<file path="config.mk">
export PLATFORM = sky130hd
export DESIGN_NAME = uart_rx
export DESIGN_NICKNAME = d
export VERILOG_FILES = /design/src/rtl/uart_rx.sv
export SDC_FILE = /design/constraint.sdc
export NUM_CORES = 1
export LEC_CHECK = 0
export CAP_MARGIN = 40
export CORE_MARGIN = 1
export CORE_UTILIZATION = 23
export DETAILED_ROUTE_END_ITERATION = 10
export GPL_ROUTABILITY_DRIVEN = 0
export SKIP_LAST_GASP = 1
export SYNTH_ARGS = -nofsm -noshare
export SYNTH_HDL_FRONTEND = slang
export SYNTH_SLANG_ARGS = --single-unit
</file>
<file path="constraint.sdc">
create_clock -name clk -period 2.8 [get_ports clk]
set_input_delay 0.42 -clock clk [delete_from_list [all_inputs] [get_ports clk]]
set_output_delay 0.42 -clock clk [all_outputs]
set_load 0.02 [all_outputs]
</file>
<file path="src/rtl/uart_rx.sv">
// UART receiver with a 2-flop input synchronizer and an oversampled frame FSM.
// The start bit is qualified at its mid-point; data and stop bits are then
// sampled every OVERSAMPLE ticks, i.e. near the centre of each bit.
// A low stop bit reports a framing error and disarms the receiver, so a held-low
// line (break) cannot start a new frame until the line has been seen high again.
module uart_rx #(
  parameter int DATA_BITS  = 8,
  parameter int OVERSAMPLE = 16
) (
  input  logic                 clk,
  input  logic                 rst,
  input  logic                 baud_tick_os,
  input  logic                 rx_serial,
  output logic [DATA_BITS-1:0] rx_data,
  output logic                 rx_valid,
  output logic                 rx_frame_err,
  output logic                 rx_busy
);

  localparam int TW = $clog2(OVERSAMPLE);
  localparam int BW = (DATA_BITS > 1) ? $clog2(DATA_BITS) : 1;

  // Tick value that marks the middle of the start bit, counted from the falling edge.
  localparam logic [TW-1:0] TICK_MID = TW'(OVERSAMPLE / 2 - 1);
  // Tick value that marks one full bit period after the previous sample point.
  localparam logic [TW-1:0] TICK_END = TW'(OVERSAMPLE - 1);
  localparam logic [BW-1:0] BIT_LAST = BW'(DATA_BITS - 1);

  typedef enum logic [1:0] {
    S_IDLE  = 2'd0,
    S_START = 2'd1,
    S_DATA  = 2'd2,
    S_STOP  = 2'd3
  } state_t;

  logic                 sync1_q;
  logic                 sync2_q;
  logic                 rxs;
  state_t               state_q;
  logic                 armed_q;
  logic [TW-1:0]        tick_q;
  logic [BW-1:0]        bit_q;
  logic [DATA_BITS-1:0] shift_q;
  logic [DATA_BITS-1:0] rx_data_q;
  logic                 rx_valid_q;
  logic                 rx_frame_err_q;

  // Bring the asynchronous line into the clk domain; reset to the idle (high) level.
  always_ff @(posedge clk or posedge rst) begin
    if (rst) begin
      sync1_q <= 1'b1;
      sync2_q <= 1'b1;
    end else begin
      sync1_q <= rx_serial;
      sync2_q <= sync1_q;
    end
  end

  assign rxs = sync2_q;

  // Frame FSM: start detection, bit-centre sampling, stop check and result pulses.
  always_ff @(posedge clk or posedge rst) begin
    if (rst) begin
      state_q        <= S_IDLE;
      armed_q        <= 1'b1;
      tick_q         <= '0;
      bit_q          <= '0;
      shift_q        <= '0;
      rx_data_q      <= '0;
      rx_valid_q     <= 1'b0;
      rx_frame_err_q <= 1'b0;
    end else begin
      rx_valid_q     <= 1'b0;
      rx_frame_err_q <= 1'b0;
      case (state_q)
        S_IDLE: begin
          // A falling edge is acted on immediately; the tick only paces later sampling.
          if (rxs) begin
            armed_q <= 1'b1;
          end else if (armed_q) begin
            state_q <= S_START;
            tick_q  <= '0;
            armed_q <= 1'b0;
          end
        end

        S_START: begin
          if (baud_tick_os) begin
            if (tick_q == TICK_MID) begin
              tick_q <= '0;
              if (!rxs) begin
                state_q <= S_DATA;
                bit_q   <= '0;
              end else begin
                // Line went back high before mid-bit: treat as a glitch, report nothing.
                state_q <= S_IDLE;
              end
            end else begin
              tick_q <= tick_q + 1'b1;
            end
          end
        end

        S_DATA: begin
          if (baud_tick_os) begin
            if (tick_q == TICK_END) begin
              tick_q <= '0;
              for (int i = 0; i < DATA_BITS; i++) begin
                if (bit_q == BW'(i)) begin
                  shift_q[i] <= rxs;
                end
              end
              if (bit_q == BIT_LAST) begin
                state_q <= S_STOP;
                bit_q   <= '0;
              end else begin
                bit_q <= bit_q + 1'b1;
              end
            end else begin
              tick_q <= tick_q + 1'b1;
            end
          end
        end

        S_STOP: begin
          if (baud_tick_os) begin
            if (tick_q == TICK_END) begin
              tick_q  <= '0;
              state_q <= S_IDLE;
              if (rxs) begin
                rx_data_q  <= shift_q;
                rx_valid_q <= 1'b1;
              end else begin
                // Keep the last good word; stay disarmed until the line returns high.
                rx_frame_err_q <= 1'b1;
                armed_q        <= 1'b0;
              end
            end else begin
              tick_q <= tick_q + 1'b1;
            end
          end
        end

        default: begin
          state_q <= S_IDLE;
          tick_q  <= '0;
          bit_q   <= '0;
        end
      endcase
    end
  end

  assign rx_data      = rx_data_q;
  assign rx_valid     = rx_valid_q;
  assign rx_frame_err = rx_frame_err_q;
  assign rx_busy      = (state_q != S_IDLE);

endmodule

</file>
==> key figures <==
Routing
  • Routed wl met3: 103 um
  • Via density: 4.491
  • Final wirelength: 2406 um
  • Drt first pass iters: 4
  • Met2 routed WL: 1159 um
  • DR WL/cell: 11.24 um
  • Post-route DRC: 0
  • Met1 WL: around 1100 um
  • Initial DRC count: 43
  • Vias: around 960
  • DR top layer: met4
  • Routed Antenna Nets: 0

Setup path
  • Critical Path RT: approximately 2.4 ns
  • CP max FO: 11
  • Worst setup EP type: output pin
  • Setup CP Type: reg -> out
  • CP arrival: 1.82 ns
  • CP startpoint kind: flip-flop

Pwr
  • Gate power share: 0.182
  • Leakage Power: 0.0007393 uW
  • Power Density: 665.5 mW/mm^2
  • Peak supply drop: 0.0004076 V
  • Clock share of power: 0.310
  • Net Sw Frac: 0.3096
  • Flop pwr share: 0.507
  • Internal power: 786.9 uW
  • Switching pwr: 353.0 uW

CTS
  • Hold Buf Count CTS: 0
  • CTS buffer count: 5
  • Post-cts resize count: 0
  • Max Root-Sink Buffers: 2
  • CTS root buf: clkbuf_8
  • # clock sinks: 30
  • TritonCTS clock tree: done
  • Clk slew on worst S/H paths: 0.07 ns
  • Clk_lat worst skew: 0.28 ns
  • Htree depth: 2
  • Setup Buffers After CTS: 0

Place
  • Placed Area: 0.001622 sq mm
  • Hpwl dp: around 1700 um
  • I/O Buffers: 14
  • Post-Place Cells: 206

Flow run
  • Maxcap violations: 0

Die
  • Die X: 80.02 um
  • Initial core utilization: 0.2379
  • Core ar.: 0.005886 sq mm
  • IO Count: 15
  • # rows: 28
  • Die H: approximately 80 um
  • DIE AREA: around 0.0064 sq mm

Finish
  • ANT cells: 0
  • Layout cells sized above 1: 0.1799
  • Fin area: 0.001713 sq mm
  • # nets final: 149
  • Area Overhead vs Synth: 22.34%
  • Fin cells: 214
  • Fill cells: 645

Yosys
  • Syn_area_per_cell: ~12 sq um
  • Mapped Cells: 120
  • Share of the synthesized area in the top cell type: 0.4826
  • Async SR Flop Fraction: 1.000
  • Top cells by area, synth: dfrtp_1 48%, mux2_2 8.8%, ha_1 6.3%
  • Flops & latches, synth: 30
  • EDFF count, synth: 0
  • Sequential element share of the synthesized area: 0.5389
  • Synthesized Nets: 131
  • Post-synthesis cell area: 0.001400 sq mm
  • Distinct cells, synth: 31
  • Ys Warns: 0
  • Synth area leader: dfrtp_1
  • Synth Flop Type: dfrtp_1

STA
  • Clock skew: roughly 0.0075 ns
  • Fin Hold WS: 0.3663 ns
  • Slew HR: 0.7092
  • Final hold vios: 0
  • Peak Freq: approximately 450 MHz
  • Final min period: about 2.2 ns
  • Final setup TNS: 0 ns
  • Final period utilization: 0.8016
  • Slew @ Worst Pin: 0.4357 ns
  • RSZ-0062 raised after global routing: no
  • Setup Viol. Count Final: 0
  • Max-slew violations: 0

Global route
  • Global route overflow: 0
  • First-pass GRT wire length: about 4400 um
  • Vias in the first global route: about 1000
  • GRT Total Usage: 0.09137
  • Largest net degree at the start of global routing: 31
  • Initial antenna violation count: 0

Hold path
  • Hold Path Class: reg -> reg

Outcome
  • Status: finished, final reports clean
cell usage in the layout, fill, tap and decap left out, types with 2 or more instances in the layout:
master           netlist  layout
clkdlybuf4s50_1        0      14
dfrtp_1               27      27
nor2_1                 5       5
o31ai_1                2       2
nand4_1                2       2
mux2_1                 6       6
a21oi_1                6       6
nand3_1                9       9
ha_1                   7       7
dfstp_2                3       3
nand2_1                9       9
o21ai_0                5       5
o22a_1                 2       2
nor3_1                 2       2
clkbuf_8               0       6
mux2_2                11      11
inv_1                  7       7
stage by stage:
stage	power [uW]	util	setup WS, ns
detailed placement	793.1	0.2755	0.5893
CTS	1157	0.2910	0.5374
global placement	788.9	0.2755	0.5989
finish	1140	0.2910	0.5555
floorplan	748.2	-	1.153
global route	1219	0.2910	0.4512
synthesized netlist by cell type (3+ instances only):
master and instances:
dfrtp_1 27, mux2_2 11, nand2_1 9, nand3_1 9, ha_1 7, inv_1 7
a21oi_1 6, mux2_1 6, nor2_1 5, o21ai_0 5, dfstp_2 3
power groups by stage:
stage	combinational (uW)	sequential, uW	clock (uW)
5_1_grt	239	588	392
6_report	208	578	354
4_1_cts	212	577	368
2_1_floorplan	220	529	0
3_3_place_gp	205	584	0
3_5_place_dp	208	585	0
path summary, 6_finish.rpt:
| path | from | endpoint | slack (ns) | cells past startpoint |
|---|---|---|---|---|
| worst min-delay path | sync1_q | rxs | 0.37 | 0 |
| worst max register to register | tick_q[0] | shift_q[2] | 0.97 | 5 |
| worst min register to register | sync1_q | rxs | 0.37 | 0 |
| worst max-delay path | state_q[0] | rx_busy | 0.56 | 3 |
| max in group asynchronous | rst | rxs | 1.98 | 3 |
| min in group asynchronous | rst | tick_q[3] | 0.50 | 3 |
final cells by class:
| cell class | instances | area (sq um) | share of cell area |
|---|---|---|---|
| Sequential cell | 30 | 754.5 | 0.4405 |
| Inverter | 7 | 26.28 | 0.01534 |
| Multi-Input combinational cell | 79 | 599.3 | 0.3499 |
| Timing Repair Buffer | 15 | 147.6 | 0.08619 |
| Tap cell | 75 | 93.84 | 0.05478 |
| Clock buffer | 7 | 86.33 | 0.05040 |
| Clock inverter | 1 | 5.005 | 0.002922 |
metal layers:
layer / GRT usage / vias up
met5: 0 / -
met4: 0.04821 / 0
met3: 0.03086 / 8
met2: 0.1573 / 15
met1: 0.09845 / 469
li1: - / 469
state kept, by name, summed over array words and instances, names as in the netlist, named ones only:
signal	flops
armed_q	1
bit_q	3
rx_data	8
rx_frame_err	1
rx_valid	1
rxs	1
shift_q	8
state_q	1
sync1_q	1
tick_q	4
worst max-delay path: stages, from the launching register on:
cell	delay (ns)
dfrtp_1	0.51
nor2_1	0.33
inv_1	0.15
clkdlybuf4s50_1	0.56
cell families (layout without fill, tap and decap cells):
| group | after synthesis | count (layout) | share of synthesized area |
|---|---|---|---|
| AOI/OAI and AO/OA | 20 | 20 | 0.09384 |
| adders and majority gates | 7 | 7 | 0.06255 |
| buffers and inverters | 11 | 30 | 0.03307 |
| DFF | 30 | 30 | 0.5389 |
| muxes | 17 | 17 | 0.1367 |
| and+or+nand+nor | 35 | 35 | 0.1350 |
Note: power is estimated with default switching activity, not from simulation.
